==> config.mk <==
export PLATFORM = sky130hd
export DESIGN_NAME = riscv_datapath
export DESIGN_NICKNAME = d
export VERILOG_FILES = /design/src/rtl/riscv_datapath.sv
export SDC_FILE = /design/constraint.sdc
export NUM_CORES = 2
export LEC_CHECK = 0
export CORE_MARGIN = 2
export CORE_UTILIZATION = 45
export CTS_CLUSTER_SIZE = 12
export DETAILED_ROUTE_END_ITERATION = 6
export PLACE_DENSITY_LB_ADDON = 0.12
export SYNTH_ARGS = -nofsm -noshare
export SYNTH_HDL_FRONTEND = slang
export SYNTH_SLANG_ARGS = --single-unit
export TNS_END_PERCENT = 10
==> constraint.sdc <==
create_clock -name clk -period 64.8 [get_ports clk]
set_input_delay 12.96 -clock clk [delete_from_list [all_inputs] [get_ports clk]]
set_output_delay 12.96 -clock clk [all_outputs]
set_load 0.02 [all_outputs]
==> src/rtl/riscv_datapath.sv <==
// Single-cycle RV32I-style datapath: register file, immediate generator, ALU,
// write-back mux and PC. The control signals come from an external decoder.
module riscv_datapath #(
  parameter int unsigned          DATAWIDTH  = 32,
  parameter logic [DATAWIDTH-1:0] INITIAL_PC = 32'h00400000
) (
  input  logic                 clk,
  input  logic                 rst,
  input  logic [31:0]          instr,
  input  logic                 PCSrc,
  input  logic                 ALUSrc,
  input  logic                 RegWrite,
  input  logic                 MemToReg,
  input  logic [3:0]           ALUCtrl,
  input  logic                 loadPC,
  input  logic [DATAWIDTH-1:0] dReadData,
  output logic [DATAWIDTH-1:0] PC,
  output logic                 Zero,
  output logic [DATAWIDTH-1:0] dAddress,
  output logic [DATAWIDTH-1:0] dWriteData,
  output logic [DATAWIDTH-1:0] WriteBackData
);

  localparam int unsigned DW = DATAWIDTH;

  typedef enum logic [3:0] {
    ALU_AND = 4'b0000,
    ALU_OR  = 4'b0001,
    ALU_ADD = 4'b0010,
    ALU_SLT = 4'b0100,
    ALU_XOR = 4'b0101,
    ALU_SUB = 4'b0110,
    ALU_SRL = 4'b1000,
    ALU_SLL = 4'b1001,
    ALU_SRA = 4'b1010
  } alu_op_e;

  typedef enum logic [6:0] {
    OP_LOAD   = 7'b0000011,
    OP_IMM    = 7'b0010011,
    OP_JALR   = 7'b1100111,
    OP_SYSTEM = 7'b1110011,
    OP_STORE  = 7'b0100011,
    OP_BRANCH = 7'b1100011
  } opcode_e;

  // Instruction fields
  logic [4:0] rs1_addr;
  logic [4:0] rs2_addr;
  logic [4:0] rd_addr;
  logic [6:0] opcode;

  assign rs1_addr = instr[19:15];
  assign rs2_addr = instr[24:20];
  assign rd_addr  = instr[11:7];
  assign opcode   = instr[6:0];

  // funct3/funct7 are decoded upstream into ALUCtrl.
  logic unused_funct3;
  assign unused_funct3 = ^instr[14:12];

  // State
  logic [DW-1:0] pc_q, pc_d;
  logic [DW-1:0] regs_q [32];
  logic [DW-1:0] regs_d [32];

  assign PC = pc_q;

  // Register reads: x0 is hard-wired to zero independently of storage.
  logic [DW-1:0] rs1_data;
  logic [DW-1:0] rs2_data;

  assign rs1_data = (rs1_addr == 5'd0) ? '0 : regs_q[rs1_addr];
  assign rs2_data = (rs2_addr == 5'd0) ? '0 : regs_q[rs2_addr];

  // Immediate generation
  logic [DW-1:0] imm_ext;
  logic [DW-1:0] imm_b_ext;
  logic [12:0]   imm_b;

  assign imm_b     = {instr[31], instr[7], instr[30:25], instr[11:8], 1'b0};
  assign imm_b_ext = {{(DW-13){imm_b[12]}}, imm_b};

  // NOTE: every signal written in an always_comb gets a default on entry so no path leaves it unassigned (which would infer a latch).
  always_comb begin
    imm_ext = '0;
    unique case (opcode)
      OP_LOAD, OP_IMM, OP_JALR, OP_SYSTEM:
        imm_ext = {{(DW-12){instr[31]}}, instr[31:20]};
      OP_STORE:
        imm_ext = {{(DW-12){instr[31]}}, instr[31:25], instr[11:7]};
      OP_BRANCH:
        imm_ext = imm_b_ext;
      default:
        imm_ext = '0;
    endcase
  end

  // ALU
  logic [DW-1:0] op_a;
  logic [DW-1:0] op_b;
  logic [4:0]    shamt;
  logic [DW-1:0] alu_result;

  assign op_a  = rs1_data;
  assign op_b  = ALUSrc ? imm_ext : rs2_data;
  assign shamt = op_b[4:0];

  always_comb begin
    alu_result = '0;
    case (alu_op_e'(ALUCtrl))
      ALU_AND: alu_result = op_a & op_b;
      ALU_OR:  alu_result = op_a | op_b;
      ALU_ADD: alu_result = op_a + op_b;
      ALU_SUB: alu_result = op_a - op_b;
      ALU_SLT: alu_result = {{(DW-1){1'b0}}, ($signed(op_a) < $signed(op_b))};
      ALU_XOR: alu_result = op_a ^ op_b;
      ALU_SRL: alu_result = op_a >> shamt;
      ALU_SLL: alu_result = op_a << shamt;
      ALU_SRA: alu_result = $signed(op_a) >>> shamt;
      default: alu_result = '0;
    endcase
  end

  assign Zero          = (alu_result == '0);
  assign dAddress      = alu_result;
  assign dWriteData    = rs2_data;
  assign WriteBackData = MemToReg ? dReadData : alu_result;

  // Next-state logic for the PC and register file
  always_comb begin
    pc_d = pc_q;
    if (loadPC) begin
      pc_d = PCSrc ? (pc_q + imm_b_ext) : (pc_q + DW'(4));
    end
  end

  always_comb begin
    regs_d = regs_q;
    if (RegWrite && (rd_addr != 5'd0)) begin
      regs_d[rd_addr] = WriteBackData;
    end
  end

  // NOTE: sequential state uses non-blocking assignments so every flop samples pre-edge values regardless of block order.
  // NOTE: the register file is reset here because software relies on all registers reading zero after reset; most memories would not be.
  always_ff @(posedge clk or posedge rst) begin
    if (rst) begin
      pc_q <= INITIAL_PC;
      for (int i = 0; i < 32; i++) begin
        regs_q[i] <= '0;
      end
    end else begin
      pc_q   <= pc_d;
      regs_q <= regs_d;
    end
  end

endmodule

==> results.ini <==
[outcome]
status=finished, violations left
violations=capacitance limit, slew limit

[sta]
finalSetupViolations=0
fmax_ghz=0.0277
rsz0062_at_grt=no
finalCritPeriodShare_pct=55.8
setup_ws_ns=28.65
report.final.slew_viol_count=4
fin_crit_ns=36.15
hold_viol_final=0
worst_pin_slew_ns=1.56
totalNegativeSetupSlack_ns=0
fin_skew_ns=0.0699
relSlewSlack_pct=-5.12

[grt]
grt_pass1_vias=52325
grt_remaining_overflow=0
grt_pass1_wl_um=376000
antenna_found_initial=9
grt.total_usage_pct=35.0
grt_max_degree=146

[synth]
syn_inst=6520
yosysUniqueCellTypes=108
ys_ff_latch=1055
synth_top_area_share_pct=40.4
syn-cell-area_sq_um=65300
synth_top_area_cell=dfrtp_1
synth_area_leaders=dfrtp_1, mux4_2, o21ai_0
ys_seq_area_share_pct=40.5
synth-edff-count=0
yosysWarnings=0
async_flop_share_pct=100
synth_nets=6727
synthFlopType=dfrtp_1
synth_area_per_cell_sq_um=10.0

[drt]
vias_per_cell=6.43
wl_per_cell_um=31.0
drc=0
drtIter0Drc=6257
drt-pass1-iter-count=6
ant_nets=0
wl_um=260000
num_vias=53951

[die]
die_width_um=385
core_sq_um=144000
die-area_sq_um=148000
start_util_pct=45.4
std_cell_rows=139
io_pins=204
die_h_um=385

[layout]
final_common_cell=nand2_1
layout.nets=6591
layout-drive-gt1-share_pct=16.7
final-instance-count-excl-fill=8384
syn2layout_area_growth_pct=11.4
most-common-layout-cells=nand2_1, o21ai_0, dfrtp_1

[worst_setup_path]
crit_fanout=60
timing.rr.start=regs_q[137]
endpoint_kind=output pin
start_kind=input port
crit_arrival_ns=23.19
crit_required_ns=51.84
worstSetupPathType=in2out
rrSetupSlack_ns=56.65
reg2reg_depth=21
reg2reg_to=regs_q[127]

[worst_hold_path]
min_to=regs_q[1013]
hp-class=reg2reg
min_from=regs_q[1013]
min_delay_path_depth=0

[placed_design]
dp_hpwl_um=168000
post-place-ws_ns=29.10
dp.cells=8170
port_buffers=199
routabilityCongestion=1.03

[power]
p_leak_nw=31.6
vdd_drop_max_mv=0.0255
p_per_area_nw_per_um2=30.6

[clock_tree]
cts-buffers-inserted=115
cts-resized-gates=0
root_buffer=clkbuf_16
cts_tree=yes
cts_setup_buffers=0
htreeDepth=3
cts_max_path_buffers=3
cts.clk_slew.worst_paths_ns=0.06
clkLatencyLatePin_ns=0.78
cts_hold_buffers=0
clock-sinks=1055

[flow_run]
drv_cap=1

## how the worst max path moves through the flow
stage	start	to	slack [ns]	depth (start not counted)
floorplan	rst	PC[10]	22.15	1
global placement	instr[15]	Zero	29.06	27
detailed placement	instr[15]	Zero	29.10	25
CTS	instr[15]	Zero	29.10	25
global route	instr[15]	Zero	28.51	27
finish	instr[15]	Zero	28.65	25
## cells in the mapped netlist (42+ instances only)
cell and count:
dfrtp_1 1054, a21oi_1 182, buf_1 45, nand2_1 1196, mux2_2 81, mux4_2 468
nand3_1 74, o211ai_1 57, o22ai_1 45, a211oi_1 42, mux2i_1 320, clkbuf_1 460
inv_1 151, buf_2 68, nor2_1 195, a22oi_1 103, ha_1 129, nor3_1 60
o21ai_0 1100
## sequential cells by signal (all words and copies together), names as in the netlist
register and count:
PC 31, regs_q 1024
## cells by family after synthesis
group	Yosys count	share of synthesized area, %
AO/OA/AOI/OAI	1861	16.9
AND/OR/NAND/NOR	1756	11.4
flip-flops	1055	40.5
multiplexers	882	22.9
buffers and inverters	790	5.16
adder cells (fa/ha/maj)	132	2.57
XOR/XNOR	43	0.577
other	1	0.00575
## where the power goes
part | internal, mW | switching (mW)
clock network | 0.393 | 0.292
logic | 0.285 | 0.382
registers | 0.774 | 0.0968
total | 1.45 | 0.771
## through the flow
step | instance area, sq um | hold WS, ns | util (%) | power (mW)
after CTS | 72700 | 0.397 | 50.5 | 2.22
after detailed placement | 68800 | 0.383 | 47.8 | 1.54
final | 72700 | 0.397 | 50.5 | 2.22
after global placement | 68800 | 0.377 | 47.8 | 1.52
after global routing | 72700 | 0.406 | 50.5 | 2.33
after floorplan | 65300 | 0.441 | - | 1.30
## worst max-delay path: stages
cell,delay [ns]
buf_8,0.52
buf_4,0.65
buf_4,0.64
mux4_2,0.59
a22oi_1,0.26
nand4_1,0.44
nand2_1,0.49
inv_1,0.17
ha_1,0.35
nor2b_1,0.15
o2111ai_1,0.30
nand3_1,0.32
a221oi_1,0.97
a21oi_1,0.32
a21bo_2,0.29
a21oi_1,0.17
xnor2_1,0.09
nand2_1,0.15
o2111ai_1,0.53
nor4b_1,0.85
nand4_1,0.40
nor4_1,0.44
and4b_1,0.24
and4bb_1,0.19
clkdlybuf4s50_1,0.60
## layout make-up
cell class	instances	area, sq um
repair buffers	369	3290
fillers	13163	71100
clock inverters	44	571
flip-flops and latches	1055	26400
well taps	1903	2380
clock buffers	168	3340
multi-input cells	4675	36100
inverters	168	638
diodes	2	5.00
## routing by layer
layer  vias to the layer above  track usage (%)  routed length, um
li1                      23525                -                  -
met1                     27243             47.8             106000
met2                      2592             54.1             117000
met3                       587             7.38              23600
met4                         4             15.5              12600
met5                         -                0                 30
No activity file was read; power rests on OpenSTA's default activity.
